`src/rtl/uart_pkg.sv`:
```
// UART shared definitions: FSM state encoding and bit-timing helpers.
// Used by both the receive and transmit paths.
package uart_pkg;

    typedef enum logic [2:0] {
        IDLE,
        START,
        DATA,
        STOP,
        BREAK
    } uart_state_e;

    localparam int CLKS_PER_BIT_DFLT = 868;
    localparam int HALF_BIT          = CLKS_PER_BIT_DFLT / 2;
    localparam int CNT_W             = $clog2(CLKS_PER_BIT_DFLT);

    function automatic int half_bit(input int cpb);
        return cpb / 2;
    endfunction

    function automatic int cnt_w(input int cpb);
        return $clog2(cpb);
    endfunction

endpackage

```
`src/rtl/uart_rx_read_buff.sv`:
```
// Single-entry valid/ready holding buffer for received words.
// A push into a full, non-draining buffer is dropped and flagged.
module read_buff #(
    parameter int DATA_WIDTH = 8
) (
    input  logic                  clk,
    input  logic                  rstn,
    input  logic                  i_push,
    input  logic [DATA_WIDTH-1:0] i_word,
    input  logic                  i_ready,
    output logic [DATA_WIDTH-1:0] o_data,
    output logic                  o_valid,
    output logic                  o_overrun
);

    logic [DATA_WIDTH-1:0] r_data;
    logic                  r_valid;
    logic                  r_overrun;
    logic                  w_hs;

    assign w_hs = r_valid & i_ready;

    always_ff @(posedge clk or negedge rstn) begin
        if (!rstn) begin
            r_data    <= '0;
            r_valid   <= 1'b0;
            r_overrun <= 1'b0;
        end else begin
            r_overrun <= 1'b0;
            if (i_push) begin
                // A draining buffer can take the new word with no bubble
                if (!r_valid || w_hs) begin
                    r_data  <= i_word;
                    r_valid <= 1'b1;
                end else begin
                    r_overrun <= 1'b1;
                end
            end else if (w_hs) begin
                r_valid <= 1'b0;
            end
        end
    end

    assign o_data    = r_data;
    assign o_valid   = r_valid;
    assign o_overrun = r_overrun;

endmodule

```
`src/rtl/uart_rx_read.sv`:
```
// UART receiver: synchroniser, frame FSM and single-entry read buffer.
// Frames are LSB first with one start and one stop bit.
module uart_rx_read
    import uart_pkg::*;
#(
    parameter int DATA_WIDTH   = 8,
    parameter int CLKS_PER_BIT = 868
) (
    input  logic                  clk,
    input  logic                  rstn,
    input  logic                  rx_i,
    output logic [DATA_WIDTH-1:0] data_o,
    output logic                  valid_out,
    input  logic                  ready_out,
    output logic                  frame_err,
    output logic                  overrun,
    output logic                  busy
);

    localparam int L_CNT_W = cnt_w(CLKS_PER_BIT);
    localparam int L_BIT_W = (DATA_WIDTH > 1) ? $clog2(DATA_WIDTH) : 1;

    localparam logic [L_CNT_W-1:0] L_HALF_LAST =
        L_CNT_W'(half_bit(CLKS_PER_BIT) - 1);
    localparam logic [L_CNT_W-1:0] L_BIT_LAST =
        L_CNT_W'(CLKS_PER_BIT - 1);
    localparam logic [L_BIT_W-1:0] L_IDX_LAST =
        L_BIT_W'(DATA_WIDTH - 1);

    uart_state_e           r_state;
    uart_state_e           w_state_nx;
    logic                  r_s1;
    logic                  r_rxs;
    logic [L_CNT_W-1:0]    r_cnt;
    logic [L_CNT_W-1:0]    w_cnt_nx;
    logic [L_BIT_W-1:0]    r_bit;
    logic [L_BIT_W-1:0]    w_bit_nx;
    logic [DATA_WIDTH-1:0] r_shift;
    logic [DATA_WIDTH-1:0] w_shift_nx;
    logic                  r_ferr;
    logic                  w_ferr;
    logic                  w_push;

    always_ff @(posedge clk or negedge rstn) begin
        if (!rstn) begin
            r_s1  <= 1'b1;
            r_rxs <= 1'b1;
        end else begin
            r_s1  <= rx_i;
            r_rxs <= r_s1;
        end
    end

    always_ff @(posedge clk or negedge rstn) begin
        if (!rstn) begin
            r_state <= IDLE;
            r_cnt   <= '0;
            r_bit   <= '0;
            r_shift <= '0;
            r_ferr  <= 1'b0;
        end else begin
            r_state <= w_state_nx;
            r_cnt   <= w_cnt_nx;
            r_bit   <= w_bit_nx;
            r_shift <= w_shift_nx;
            r_ferr  <= w_ferr;
        end
    end

    always_comb begin
        w_state_nx = r_state;
        w_cnt_nx   = r_cnt;
        w_bit_nx   = r_bit;
        w_shift_nx = r_shift;
        w_push     = 1'b0;
        w_ferr     = 1'b0;
        unique case (r_state)
            IDLE: begin
                if (!r_rxs) begin
                    w_state_nx = START;
                    w_cnt_nx   = '0;
                end
            end
            START: begin
                if (r_cnt == L_HALF_LAST) begin
                    w_cnt_nx = '0;
                    if (!r_rxs) begin
                        w_state_nx = DATA;
                        w_bit_nx   = '0;
                    end else begin
                        w_state_nx = IDLE;
                    end
                end else begin
                    w_cnt_nx = r_cnt + 1'b1;
                end
            end
            DATA: begin
                if (r_cnt == L_BIT_LAST) begin
                    w_cnt_nx          = '0;
                    w_shift_nx[r_bit] = r_rxs;
                    if (r_bit == L_IDX_LAST) begin
                        w_state_nx = STOP;
                    end else begin
                        w_bit_nx = r_bit + 1'b1;
                    end
                end else begin
                    w_cnt_nx = r_cnt + 1'b1;
                end
            end
            STOP: begin
                if (r_cnt == L_BIT_LAST) begin
                    w_cnt_nx = '0;
                    if (r_rxs) begin
                        w_push     = 1'b1;
                        w_state_nx = IDLE;
                    end else begin
                        w_ferr     = 1'b1;
                        w_state_nx = BREAK;
                    end
                end else begin
                    w_cnt_nx = r_cnt + 1'b1;
                end
            end
            BREAK: begin
                // Held-low line: one flag only, resume on the next high
                if (r_rxs) begin
                    w_state_nx = IDLE;
                end
            end
            default: begin
                w_state_nx = IDLE;
            end
        endcase
    end

    read_buff #(
        .DATA_WIDTH(DATA_WIDTH)
    ) u_read_buff (
        .clk      (clk),
        .rstn     (rstn),
        .i_push   (w_push),
        .i_word   (r_shift),
        .i_ready  (ready_out),
        .o_data   (data_o),
        .o_valid  (valid_out),
        .o_overrun(overrun)
    );

    assign frame_err = r_ferr;
    assign busy      = (r_state != IDLE);

endmodule
```
`config.mk`:
```
export PLATFORM = sky130hd
export DESIGN_NAME = uart_rx_read
export DESIGN_NICKNAME = d
export VERILOG_FILES = /design/src/rtl/uart_pkg.sv /design/src/rtl/uart_rx_read_buff.sv /design/src/rtl/uart_rx_read.sv
export SDC_FILE = /design/constraint.sdc
export NUM_CORES = 1
export LEC_CHECK = 0
export CAP_MARGIN = 20
export CORE_MARGIN = 5
export CORE_UTILIZATION = 39
export CTS_CLUSTER_SIZE = 10
export DETAILED_ROUTE_END_ITERATION = 6
export HOLD_SLACK_MARGIN = 0.05
export PLACE_DENSITY_LB_ADDON = 0.15
export REMOVE_ABC_BUFFERS = 1
export SYNTH_ARGS = -nofsm -noshare
export SYNTH_HDL_FRONTEND = slang
export SYNTH_HIERARCHICAL = 1
export SYNTH_SLANG_ARGS = --single-unit
```
`constraint.sdc`:
```
create_clock -name clk -period 3 [get_ports clk]
set_clock_uncertainty 0.05 [all_clocks]
set_input_delay 0.3 -clock clk [delete_from_list [all_inputs] [get_ports clk]]
set_output_delay 0.3 -clock clk [all_outputs]
set_load 0.02 [all_outputs]
```
==> results.tsv <==
stage	metric	value	unit
yosys	ys.flop_type	dfrtp_1	
critical_path	path_class	flip-flop to flip-flop	
placed_design	portBuffers	15	
cts	post_cts_buffers	0	
flow_run	drv_cap	0	
global_routing	grt_pass1_wl	6350	um
status	status	finished, final reports clean	
critical_path	r2r_slack	0.55	ns
cts	hold_buffers	0	
power_and_ir_drop	power_frac_clock	50.0	%
critical_path	path_buf_inv	0	
floorplan	die_w	80.3	um
cells_and_area	register_area	928	sq um
timing	max_freq	0.408	GHz
yosys	synthArstFlopShare	100	%
yosys	syn_area	1930	sq um
global_routing	grt_max_degree	38	
power_and_ir_drop	internal_power	840	uW
timing	hold_violations	0	
timing	tightest_slew	0.814	ns
cells_and_area	final_cells	245	
cells_and_area	layout.nets	185	
critical_path	slowest_stage	nor4_1	
floorplan	rows	25	
critical_path	reg2reg_depth	6	
floorplan	io_pins	16	
cells_and_area	multi_input_area	921	sq um
timing	setup_ws	0.546	ns
cts	clk_pin_slew	0.08	ns
cells_and_area	mostFrequentLayoutCell	dfrtp_1	
placed_design	hpwl	2580	um
cts	cts-root-buf	clkbuf_8	
drt	via_per_inst	5.26	
cts	cts_resized	0	
yosys	synth_area_per_cell	11.6	sq um
yosys	netlist_instances	166	
cts	cts_tree	done	
yosys	yosysWarnings	6	
timing	fin_crit	2.45	ns
timing	setup_violations	0	
cts	h-tree-depth	2	
critical_path	crit_family	simple AND/OR/NAND/NOR gates	
critical_path	r2r_end	u_read_buff/o_data[2]	
floorplan	die-area	6450	sq um
cells_and_area	n_antenna_cell	0	
timing	relSlewSlack	45.8	%
drt	routedWlPerCell	14.8	um
critical_path	critPathMaxStageDelay	0.55	ns
floorplan	initial_utilization	40.5	%
placed_design	place_inst	237	
timing	rsz0062_at_grt	no	
global_routing	grt_overflow	0	
yosys	ys_ff_latch	37	
power_and_ir_drop	switchingPower	198	uW
drt	routed_wl	3630	um
critical_path	worstPathRequired	3.13	ns
drt	via_count	1288	
drt	drt_iter0_markers	105	
critical_path	crit_fanout	11	
power_and_ir_drop	swShare	19.1	%
critical_path	path_cells	ha_1 -> nor2b_1 -> nand3_2 -> nor4_1 -> nand2_4 -> mux2_4	
power_and_ir_drop	vdd_drop_max	0.208	mV
cells_and_area	area_growth	16.0	%
critical_path	endpoint_kind	flip-flop	
power_and_ir_drop	power_density	465	nW/um^2
cts	cts_sinks	37	
power_and_ir_drop	seq_power_share	48.4	%
drt	drc	0	
floorplan	core-area	4750	sq um
timing	finalMaxSlewViolations	0	
min_path	holdCritPathClass	input pin to async pin	
timing	tns	0	ns
critical_path	arrival	2.59	ns
global_routing	track_usage	12.7	%
critical_path	timing.rr.start	r_cnt[0]	
cts	numCtsBuffers	5	
yosys	synth-edff-count	0	
power_and_ir_drop	power.share.combinational	1.6	%
power_and_ir_drop	leakagePower	0.000981	uW
critical_path	cp.depth	6	
placed_design	dp_slack	0.594	ns
cells_and_area	mostFrequentLayoutCells	35 x dfrtp_1, 14 x clkdlybuf4s50_1, 11 x nor2_1	
global_routing	antenna_found_initial	0	
yosys	ys_types	49	
critical_path	crit_path_start_kind	flip-flop	
placed_design	gp_congestion	0.777	
timing	min_period_over_period	81.8	%
cells_and_area	fillerInstances	458	
yosys	yosysSeqAreaShare	48.2	%
cts	worstSkewPairLatency	0.29	ns
cts	clk_path_buf_depth	2	
drt	dr.pass1.iters	4	
floorplan	die_h	80.3	um
cells_and_area	drive_gt1_share	23.6	%
drt	drtAntennaViolNets	0	
global_routing	grt_pass1_vias	1281	
logic make-up after synthesis:
kind of cell / share of synthesized area, %
adders and majority gates: 2.60
buffers and inverters: 4.03
AOI/OAI and AO/OA: 11.2
and+or+nand+nor: 21.5
muxes: 10.3
DFF: 48.2
xor gates and xnor gates: 2.27
final cells by class:
class / count / share of cell area (%)
well taps: 67 / 3.75
multi-input cells: 113 / 41.2
clock inverters: 3 / 3.08
clock buffers: 5 / 3.08
flip-flops and latches: 37 / 41.5
inverters: 5 / 0.840
repair buffers: 15 / 6.49
state kept, by name (all words and copies together), names as in the netlist, 3 cells and up:
signal,flops
r_bit,3
r_state,3
r_shift,8
r_cnt,10
u_read_buff/o_data,8
routing by layer:
metal  up-vias  share of wire [%]  wire [um]  global-route usage [%]
met3         4                3.7        136                    4.15
met5         -                  0          0                       0
met4         0               0.58         21                    4.05
met1       633                 48       1750                    17.1
li1        632                  -          -                       -
met2        19                 47       1720                    19.3
Yosys cell counts (2+ instances only):
cell | instances | area (sq um)
dfrtp_1 | 35 | 876
nor2_1 | 11 | 41.3
nor4_1 | 10 | 62.6
mux2_4 | 8 | 120
nand2_1 | 7 | 26.3
mux2_2 | 6 | 67.6
o21ai_0 | 6 | 30.0
buf_2 | 5 | 25.0
inv_1 | 5 | 18.8
xnor2_1 | 5 | 43.8
clkbuf_1 | 4 | 15.0
ha_1 | 4 | 50.1
nand4_1 | 4 | 25.0
nor3_1 | 4 | 20.0
o31ai_1 | 4 | 30.0
nand2b_1 | 3 | 18.8
a21o_1 | 2 | 15.0
a21oi_1 | 2 | 10.0
a21oi_2 | 2 | 17.5
a22o_1 | 2 | 17.5
dfstp_2 | 2 | 52.6
nand3_1 | 2 | 10.0
nor2b_1 | 2 | 12.5
nor3b_4 | 2 | 37.5
o2bb2ai_1 | 2 | 17.5
or3_1 | 2 | 12.5
or3b_1 | 2 | 17.5
or3b_2 | 2 | 17.5
worst max-delay path by stage:
stage,from,slack [ns],endpoint
5_1_grt,r_cnt[1],0.43,u_read_buff/o_data[2]
6_report,r_cnt[0],0.55,u_read_buff/o_data[2]
3_3_place_gp,r_cnt[0],0.71,u_read_buff/o_data[1]
3_5_place_dp,r_cnt[0],0.59,u_read_buff/o_data[2]
2_1_floorplan,r_cnt[0],0.88,u_read_buff/o_data[0]
4_1_cts,r_cnt[0],0.59,u_read_buff/o_data[2]
metrics by stage:
step | cell area, sq um | total power [uW] | hold WS [ns] | utilization (%)
after floorplan | 1870 | 516 | -0.0456 | -
after global placement | 2100 | 530 | 0.296 | 44.1
after detailed placement | 2100 | 530 | 0.299 | 44.1
after CTS | 2230 | 1050 | 0.0742 | 47.0
after global routing | 2230 | 1080 | 0.117 | 47.0
final | 2230 | 1040 | 0.0479 | 47.0
power by group through the flow:
stage / combinational (uW) / sequential [uW] / clock [uW]
floorplan: 3.62 / 512 / 0
global placement: 17.0 / 513 / 0
detailed placement: 17.7 / 513 / 0
CTS: 17.7 / 503 / 533
global route: 19.6 / 503 / 559
finish: 16.8 / 503 / 519
Note: power is estimated with default switching activity, not from simulation.
